`src/rtl/axi_arb_pkg.sv`:
```
`default_nettype none
// ------------------------------------------------------------------
// axi_arb_pkg: shared types, widths and AW field offsets
// Revision: 1.0
// ------------------------------------------------------------------
package axi_arb_pkg;

   typedef enum logic [0:0] {
      IDLE = 1'b0,
      HOLD = 1'b1
   } state_t;

   // Offsets of the fixed control fields above {addr,user,id}
   localparam int REGION_OFS = 0;
   localparam int QOS_OFS    = 4;
   localparam int LEN_OFS    = 8;
   localparam int SIZE_OFS   = 16;
   localparam int BURST_OFS  = 19;
   localparam int LOCK_OFS   = 21;
   localparam int PROT_OFS   = 22;
   localparam int CACHE_OFS  = 25;
   localparam int CTRL_WIDTH = 29;

   function automatic int aw_width(input int addr_w, input int user_w, input int id_w);
      return CTRL_WIDTH + addr_w + user_w + id_w;
   endfunction

   function automatic int sel_width(input int n);
      return (n > 2) ? $clog2(n) : 1;
   endfunction

   function automatic int user_lsb(input int id_w);
      return id_w;
   endfunction

   function automatic int addr_lsb(input int id_w, input int user_w);
      return id_w + user_w;
   endfunction

   function automatic int ctrl_lsb(input int id_w, input int user_w, input int addr_w);
      return id_w + user_w + addr_w;
   endfunction

endpackage
`default_nettype wire

```
`src/rtl/axi_sel_fifo.sv`:
```
`default_nettype none
// ------------------------------------------------------------------
// axi_sel_fifo: count-based FIFO of W-route slave indices, no bypass
// Revision: 1.0
// ------------------------------------------------------------------
module axi_sel_fifo #(
   parameter int DEPTH = 4,
   parameter int WIDTH = 1
) (
   input  logic             clk_i,
   input  logic             rst_i,
   input  logic             i_push,
   input  logic [WIDTH-1:0] i_data,
   output logic             o_full,
   output logic             o_valid,
   output logic [WIDTH-1:0] o_data,
   input  logic             i_pop
);

   localparam int PTR_W = $clog2(DEPTH);
   localparam int CNT_W = $clog2(DEPTH + 1);
   localparam logic [PTR_W-1:0] c_LAST = PTR_W'(DEPTH - 1);
   localparam logic [CNT_W-1:0] c_FULL = CNT_W'(DEPTH);

   logic [WIDTH-1:0] r_mem [DEPTH];
   logic [PTR_W-1:0] r_wr_ptr;
   logic [PTR_W-1:0] r_rd_ptr;
   logic [CNT_W-1:0] r_count;
   logic             w_push;
   logic             w_pop;

   assign o_full  = (r_count == c_FULL);
   assign o_valid = (r_count != '0);
   assign o_data  = o_valid ? r_mem[r_rd_ptr] : '0;

   // Full blocks push and empty ignores pop, so the count never leaves 0..DEPTH
   assign w_push = i_push && !o_full;
   assign w_pop  = i_pop && o_valid;

   always_ff @(posedge clk_i) begin
      if (rst_i) begin
         r_wr_ptr <= '0;
         r_rd_ptr <= '0;
         r_count  <= '0;
         for (int i = 0; i < DEPTH; i++) begin
            r_mem[i] <= '0;
         end
      end else begin
         if (w_push) begin
            r_mem[r_wr_ptr] <= i_data;
            r_wr_ptr        <= (r_wr_ptr == c_LAST) ? '0 : r_wr_ptr + 1'b1;
         end
         if (w_pop) begin
            r_rd_ptr <= (r_rd_ptr == c_LAST) ? '0 : r_rd_ptr + 1'b1;
         end
         if (w_push && !w_pop) begin
            r_count <= r_count + 1'b1;
         end else if (w_pop && !w_push) begin
            r_count <= r_count - 1'b1;
         end
      end
   end

endmodule
`default_nettype wire

```
`src/rtl/axi_aw_arbiter.sv`:
```
`default_nettype none
// ------------------------------------------------------------------
// axi_aw_arbiter: round-robin merge of AW channels with W-route FIFO
// Revision: 1.0
// ------------------------------------------------------------------
module axi_aw_arbiter
   import axi_arb_pkg::*;
#(
   parameter int NUM_SLAVES     = 2,
   parameter int ID_WIDTH       = 4,
   parameter int ADDR_WIDTH     = 32,
   parameter int USER_WIDTH     = 1,
   parameter int SEL_FIFO_DEPTH = 4,
   localparam int AW_WIDTH      = aw_width(ADDR_WIDTH, USER_WIDTH, ID_WIDTH),
   localparam int SEL_WIDTH     = sel_width(NUM_SLAVES)
) (
   input  logic                           clk_i,
   input  logic                           rst_i,
   input  logic [NUM_SLAVES-1:0]          slave_valid_i,
   input  logic [NUM_SLAVES*AW_WIDTH-1:0] slave_data_i,
   output logic [NUM_SLAVES-1:0]          slave_ready_o,
   output logic                           master_valid_o,
   output logic [AW_WIDTH-1:0]            master_data_o,
   input  logic                           master_ready_i,
   output logic                           sel_valid_o,
   output logic [SEL_WIDTH-1:0]           sel_o,
   input  logic                           sel_ready_i
);

   localparam logic [SEL_WIDTH:0] c_NUM = (SEL_WIDTH + 1)'(NUM_SLAVES);

   state_t                r_state;
   logic [SEL_WIDTH-1:0]  r_rr_ptr;
   logic                  r_valid;
   logic [AW_WIDTH-1:0]   r_data;

   logic                  w_any;
   logic                  w_can_grant;
   logic                  w_fifo_full;
   logic [SEL_WIDTH:0]    w_cand;
   logic [SEL_WIDTH:0]    w_nxt;
   logic [SEL_WIDTH-1:0]  w_gnt_idx;
   logic [SEL_WIDTH-1:0]  w_next_ptr;
   logic [AW_WIDTH-1:0]   w_gnt_data;

   // Visit ports in order rr_ptr, rr_ptr+1, ... (mod N); first valid one wins
   always_comb begin
      w_any     = 1'b0;
      w_gnt_idx = '0;
      w_cand    = '0;
      for (int i = 0; i < NUM_SLAVES; i++) begin
         w_cand = {1'b0, r_rr_ptr} + (SEL_WIDTH + 1)'(i);
         if (w_cand >= c_NUM) begin
            w_cand = w_cand - c_NUM;
         end
         for (int j = 0; j < NUM_SLAVES; j++) begin
            if (!w_any && slave_valid_i[j] && (w_cand == (SEL_WIDTH + 1)'(j))) begin
               w_any     = 1'b1;
               w_gnt_idx = SEL_WIDTH'(j);
            end
         end
      end
   end

   always_comb begin
      w_nxt      = {1'b0, w_gnt_idx} + 1'b1;
      w_next_ptr = (w_nxt == c_NUM) ? '0 : w_nxt[SEL_WIDTH-1:0];
   end

   assign w_can_grant = !rst_i && w_any && !w_fifo_full &&
                        ((r_state == IDLE) || master_ready_i);

   always_comb begin
      w_gnt_data    = '0;
      slave_ready_o = '0;
      for (int j = 0; j < NUM_SLAVES; j++) begin
         if (w_gnt_idx == SEL_WIDTH'(j)) begin
            w_gnt_data       = slave_data_i[j*AW_WIDTH +: AW_WIDTH];
            slave_ready_o[j] = w_can_grant;
         end
      end
   end

   // A grant while HOLD can only occur on a master handshake, so data is replaced
   always_ff @(posedge clk_i) begin
      if (rst_i) begin
         r_state  <= IDLE;
         r_rr_ptr <= '0;
         r_valid  <= 1'b0;
         r_data   <= '0;
      end else begin
         if (w_can_grant) begin
            r_rr_ptr <= w_next_ptr;
         end
         case (r_state)
            IDLE: begin
               if (w_can_grant) begin
                  r_state <= HOLD;
                  r_valid <= 1'b1;
                  r_data  <= w_gnt_data;
               end
            end
            HOLD: begin
               if (master_ready_i) begin
                  if (w_can_grant) begin
                     r_data <= w_gnt_data;
                  end else begin
                     r_state <= IDLE;
                     r_valid <= 1'b0;
                  end
               end
            end
            default: begin
               r_state <= IDLE;
               r_valid <= 1'b0;
            end
         endcase
      end
   end

   assign master_valid_o = r_valid;
   assign master_data_o  = r_data;

   axi_sel_fifo #(
      .DEPTH (SEL_FIFO_DEPTH),
      .WIDTH (SEL_WIDTH)
   ) u_sel_fifo (
      .clk_i   (clk_i),
      .rst_i   (rst_i),
      .i_push  (w_can_grant),
      .i_data  (w_gnt_idx),
      .o_full  (w_fifo_full),
      .o_valid (sel_valid_o),
      .o_data  (sel_o),
      .i_pop   (sel_ready_i)
   );

endmodule
`default_nettype wire
```
`config.mk`:
```
export PLATFORM = sky130hd
export DESIGN_NAME = axi_aw_arbiter
export DESIGN_NICKNAME = d
export VERILOG_FILES = /design/src/rtl/axi_arb_pkg.sv /design/src/rtl/axi_sel_fifo.sv /design/src/rtl/axi_aw_arbiter.sv
export SDC_FILE = /design/constraint.sdc
export NUM_CORES = 1
export LEC_CHECK = 0
export ABC_AREA = 1
export BUFFER_PORTS_ARGS = -buffer_cell sky130_fd_sc_hd__buf_2
export CAP_MARGIN = 10
export CORE_UTILIZATION = 49
export CTS_CLUSTER_SIZE = 30
export DETAILED_ROUTE_END_ITERATION = 8
export PLACE_DENSITY = 0.84
export RECOVER_POWER = 50
export SYNTH_ARGS = -nofsm -noshare
export SYNTH_HDL_FRONTEND = slang
export SYNTH_HIERARCHICAL = 1
export SYNTH_SLANG_ARGS = --single-unit
```
`constraint.sdc`:
```
create_clock -name clk_i -period 3.9 [get_ports clk_i]
set_input_delay 0.975 -clock clk_i [delete_from_list [all_inputs] [get_ports clk_i]]
set_output_delay 0.975 -clock clk_i [all_outputs]
set_load 0.05 [all_outputs]
```
Word level (Yosys, flattened, before mapping)
Memory sizes are Yosys's and may differ from the RTL's. A register that Yosys moved wholly into a read port is not among the register bits.
Index checks and enable logic that the tools add are counted.
{"block": "word_totals", "ramBits": 4, "ff_bits": 76, "in_bits": 138, "latch_bits": 0, "mem_count": 1, "romBits": 0}
{"block": "classes", "div_mod_pow": 0, "n_bitwise": 1, "n_mul": 0, "order_cmp": 2, "n_mux": 38, "reduce_logical": 28, "addsub": 8, "n_shift": 0, "n_eq_ne": 9}
{"name": "u_sel_fifo.r_mem", "words": 4, "width": 1, "read_ports": 1, "rd_clocked_by_memory_dff": 1, "write_ports": 4, "line": "axi_sel_fifo.sv:25", "rtl": "logic [WIDTH-1:0] r_mem [DEPTH];"}
{"cell": "$mux 66", "n": 3}
{"cell": "$pmux 66 s2", "n": 1}
{"cell": "$mux 1", "n": 23}
{"cell": "$logic_and 1x1->1", "n": 14}
{"cell": "$mux 2", "n": 7}
{"cell": "$logic_not 1->1", "n": 7}
{"cell": "$eq 2x2->1 const B", "n": 3}
{"cell": "$mux 3", "n": 2}
{"cell": "$add 1x1->2 const B", "n": 2}
{"cell": "$add 2x1->2 const B", "n": 2}
{"cell": "$eq 2x1->1 const B", "n": 2}
{"cell": "$logic_not 2->1", "n": 2}
{"cell": "$ne 2x2->1 const B", "n": 2}
{"cell": "$pmux 1 s2", "n": 2}
{"cell": "$add 3x1->3 const B", "n": 1}
{"cell": "$eq 3x3->1 const B", "n": 1}
{"cell": "$reduce_and 3->1", "n": 1}
{"cell": "$reduce_bool 3->1", "n": 1}
{"cell": "$sub 3x1->3 const B", "n": 1}
{"cell": "$ge 1x2->1 const B", "n": 1}
{"cell": "$ge 2x2->1 const B", "n": 1}
{"cell": "$ne 2x1->1 const B", "n": 1}
{"cell": "$reduce_bool 2->1", "n": 1}
{"cell": "$sub 1x2->2 const B", "n": 1}
{"cell": "other kinds (4)", "n": 4}

Depth between registers and ports, before layout
{"block": "logic_depth", "ltp_word": 26, "ltp_mapped": 18, "depth_no_buf": 17}

By module
The synthesis kept the hierarchy.
{"mod": "axi_aw_arbiter", "seq_area_each_um2": 1381.3, "n_inst": 1, "cells_per_inst": 532, "area_per_inst_um2": 3352.0}
{"mod": "axi_sel_fifo", "seq_area_each_um2": 300.3, "n_inst": 1, "cells_per_inst": 75, "area_per_inst_um2": 713.2}

Worst setup path before layout
OpenSTA, ideal clock, no wires.
{"block": "synth_path", "path_kind": "input port to output port", "from": "input rst_i", "to": "output slave_ready_o[0]", "path_slack_ns": 0.688, "arrival_ns": 2.237, "path_buffers": 2, "cell_stages": 5, "cell_sequence": "buf_2 > nor2_2 > nand3_2 > clkbuf_1 > nor2_1"}
{"block": "synth_between", "elab_chain_cells": 5}
{"element": "start: declaration", "line": "axi_aw_arbiter.sv:18", "rtl": "input logic rst_i,"}
{"element": "$logic_not 1->1", "line": "axi_aw_arbiter.sv:70", "rtl": "assign w_can_grant = !rst_i && w_any && !w_fifo_full &&"}
{"element": "$logic_and 1x1->1 (3 in series)", "line": "axi_aw_arbiter.sv:70"}
{"element": "$mux 1", "line": "axi_aw_arbiter.sv:77", "rtl": "if (w_gnt_idx == SEL_WIDTH'(j)) begin"}
{"element": "end: declaration", "line": "axi_aw_arbiter.sv:21", "rtl": "output logic [NUM_SLAVES-1:0] slave_ready_o,"}
Every way passes these cells.

Worst setup path in the final report
Same ends and word-level chain as after synthesis.

==> results by group <==
CTS
  • CTS clk-pin slew, worst paths: approximately 0.080 ns
  • CTS Buffer Depth: 2
  • CTS buffer count: 9
  • CTS tree: yes
  • Root Buffer: clkbuf_8
  • Setup Fix Bufs, Post-CTS: 0
  • PostCTS Resize Cnt: 0
  • H-tree depth: 3
  • Cts hold-fix bufs: 0
  • Clk_lat worst skew: 0.35 ns
  • Clock Sinks: 82

Power
  • Peak supply drop: about 250 uV
  • PwrDens: 543 nW/um2
  • Leak: ~2.5 nW

Floorplan
  • I/O pin count: approximately 210
  • Starting Density: about half
  • Die area: around 8700 um2
  • Core area: just under 8000 um2
  • FP Rows: 32
  • Die X: around 93 um
  • Chip Height: between 90 and 100 um

GRT
  • First-pass GRT wire length: 17900 um
  • Initial antenna violation count: 0
  • Largest net degree at the start of global routing: 74
  • Vias in the first global route: between 4000 and 5000
  • Total gr overflow: 0
  • Total GRT Usage: between 20 and 30%

Placement
  • DP HPWL: between 7000 and 8000 um
  • Routability cong.: around 0.78
  • I/O Buffers: 208

Worst setup path
  • Reg2reg setup slack: 0.96 ns
  • Worst path slowest cell: clkbuf_1
  • RR Endpoint: u_sel_fifo/r_count[1]
  • Max incr delay on CP: roughly 0.7 ns
  • CP Capture Type: output pin
  • CP Max Fanout: 22
  • WP data required: approximately 2.9 ns
  • Most used cell, CP: clkbuf_1
  • Arrival time worst endpoint: 2.36 ns
  • Ordered list of cells on the worst path: clkbuf_1 -> nor2_2 -> nand3_2 -> clkbuf_1 -> nor2_1 -> buf_2
  • Worst R2R Path Depth: 14
  • CP Launch Type: primary input
  • WS Path Type: primary input to output pin
  • Worst reg2reg path startpoint: u_sel_fifo/r_count[1]

Route
  • Post-route ant nets: 0
  • WL final: ~11000 um
  • Via count: about 4500
  • Drt wl/cell: 12.5 um
  • Initial detailed-routing violation count: 184
  • Drt first pass iters: 4
  • DRC errors left: 0
  • Via-to-Cell Ratio: approximately 5.1

Cells and area
  • Nets@finish: between 900 and 1000
  • Most common cell after layout, fill and taps aside: nand2_1
  • Fillcell total: 733
  • FF+latch area: 1680 um2
  • Layout cell share with drive strength beyond 1: between 20 and 25%
  • Synthesis-to-finish area growth: 28.6%
  • N_diodes: 0
  • Commonest cells after routing, fill and taps aside: nand2_1 (275), buf_2 (139), dfxtp_1 (78)
  • Multi-input logic area: between 2000 and 2500 um2

Logic synthesis
  • Post-Syn Area per Cell: between 6 and 7 um2
  • Mapped Nets: between 700 and 800
  • Share of Yosys cell area claimed by the top area cell type: just under 40%
  • Syn Inst Count: 607
  • Area leader, netlist: dfxtp_1
  • Mapped Area: around 4100 um2
  • Unique masters post-synth: 30
  • Sequential fraction of the synthesis area: between 40% and 50%
  • Largest cells by area after synthesis: dfxtp_1 (38%), nand2_1 (26%), nand3_1 (8.7%), a21oi_1 (8.6%), edfxtp_1 (3.0%)
  • Number of synthesized register bits: 82
  • YS warnings: 6

Min path
  • Worst Hold Class: flip-flop to flip-flop
  • Hold Path Sink: master_valid_o
  • Worst hold start: master_valid_o
  • Worst hold stages: 2

STA
  • Fin crit share: between 80% and 90%
  • Post-layout minimum cycle time: 3.34 ns
  • Relative slew slack: 4.13%
  • RSZ-0062 raised after global routing: false
  • Setup TNS: 0 ns
  • Setup Skew: around 0.013 ns
  • Final Hold Fails: 0
  • Final setup fails: 0
  • Highest clock rate: 300 MHz
  • WHS: between 0.4 and 0.5 ns
  • Worst Max-Slew Pin Slew: about 1.4 ns
  • Slew Limit Fails: 0

Run status
  • Status: finished, final reports clean

Flow run
  • Max cap viols: 0
[layout make-up]
class	instances	area share, %
clock buffers	10	2.85
well taps	102	2.44
multi-input cells	462	40.2
clock inverters	6	1.79
repair buffers	215	19.1
inverters	20	1.44
flip-flops and latches	82	32.2
[flip-flops by register name, indices dropped and copies added, names as in the netlist, named ones only]
register,flops
r_rr_ptr,1
u_sel_fifo/r_rd_ptr,2
u_sel_fifo/r_mem,4
r_state,1
u_sel_fifo/r_wr_ptr,2
master_data_o,66
master_valid_o,1
u_sel_fifo/r_count,3
[cell families (layout without fill, tap and decap cells)]
| logic type | count (synthesis) | in the layout | share of synthesized area [%] |
|---|---|---|---|
| compound gates | 81 | 81 | 10.2 |
| xor+xnor | 1 | 1 | 0.215 |
| fa+ha+maj | 4 | 4 | 1.42 |
| buf+inv | 63 | 251 | 7.08 |
| flops | 82 | 82 | 41.4 |
| simple gates | 376 | 376 | 39.7 |
[critical path: cells and delay by family]
family,cells,cell delay [ns]
buf+inv,3,1.14
simple gates,3,0.23
[worst max-delay path by stage]
| stage | depth (start not counted) | slack, ns | end | startpoint |
|---|---|---|---|---|
| 2_1_floorplan | 5 | 0.69 | slave_ready_o[0] | rst_i |
| 5_1_grt | 6 | 0.41 | slave_ready_o[0] | rst_i |
| 6_report | 6 | 0.56 | slave_ready_o[0] | rst_i |
| 3_3_place_gp | 5 | 0.76 | slave_ready_o[1] | slave_valid_i[1] |
| 3_5_place_dp | 5 | 0.71 | slave_ready_o[1] | slave_valid_i[1] |
| 4_1_cts | 5 | 0.71 | slave_ready_o[1] | slave_valid_i[1] |
[power by group]
group / switching [mW] / internal [mW] / total [mW]
Sequential: 0.0787 / 0.958 / 1.04
Combinational: 0.789 / 0.286 / 1.08
Clock: 0.319 / 0.406 / 0.725
[through the flow]
step | instances | setup WS, ns | instance area, um2 | utilization, % | power (mW)
after floorplan | 607 | 0.688 | 4070 | - | 1.89
after CTS | 897 | 0.714 | 5320 | 67.5 | 2.88
after detailed placement | 881 | 0.715 | 5080 | 64.4 | 2.15
after global placement | 881 | 0.764 | 5080 | 64.4 | 2.11
after global routing | 897 | 0.412 | 5230 | 66.3 | 3.00
final | 897 | 0.564 | 5230 | 66.3 | 2.84
[metal layers]
layer / part of all wire [%] / routed length, um / track usage (%)
met5: 0 / 0 / 0
met4: 2.5 / 275 / 12.1
met3: 6.2 / 698 / 4.72
met2: 51 / 5720 / 47.5
met1: 40 / 4530 / 28.4
[synthesized netlist by cell type, drive strengths merged]
cell	count
nand4	2
a21boi	1
buf	25
xor2	1
dfxtp	78
nor2	14
inv	20
clkbuf	18
o21ai	9
fa	1
edfxtp	4
o21a	1
ha	3
nand2	282
nor3	4
a21oi	70
or2	1
nand3	73
Note: power is estimated with default switching activity, not from simulation.
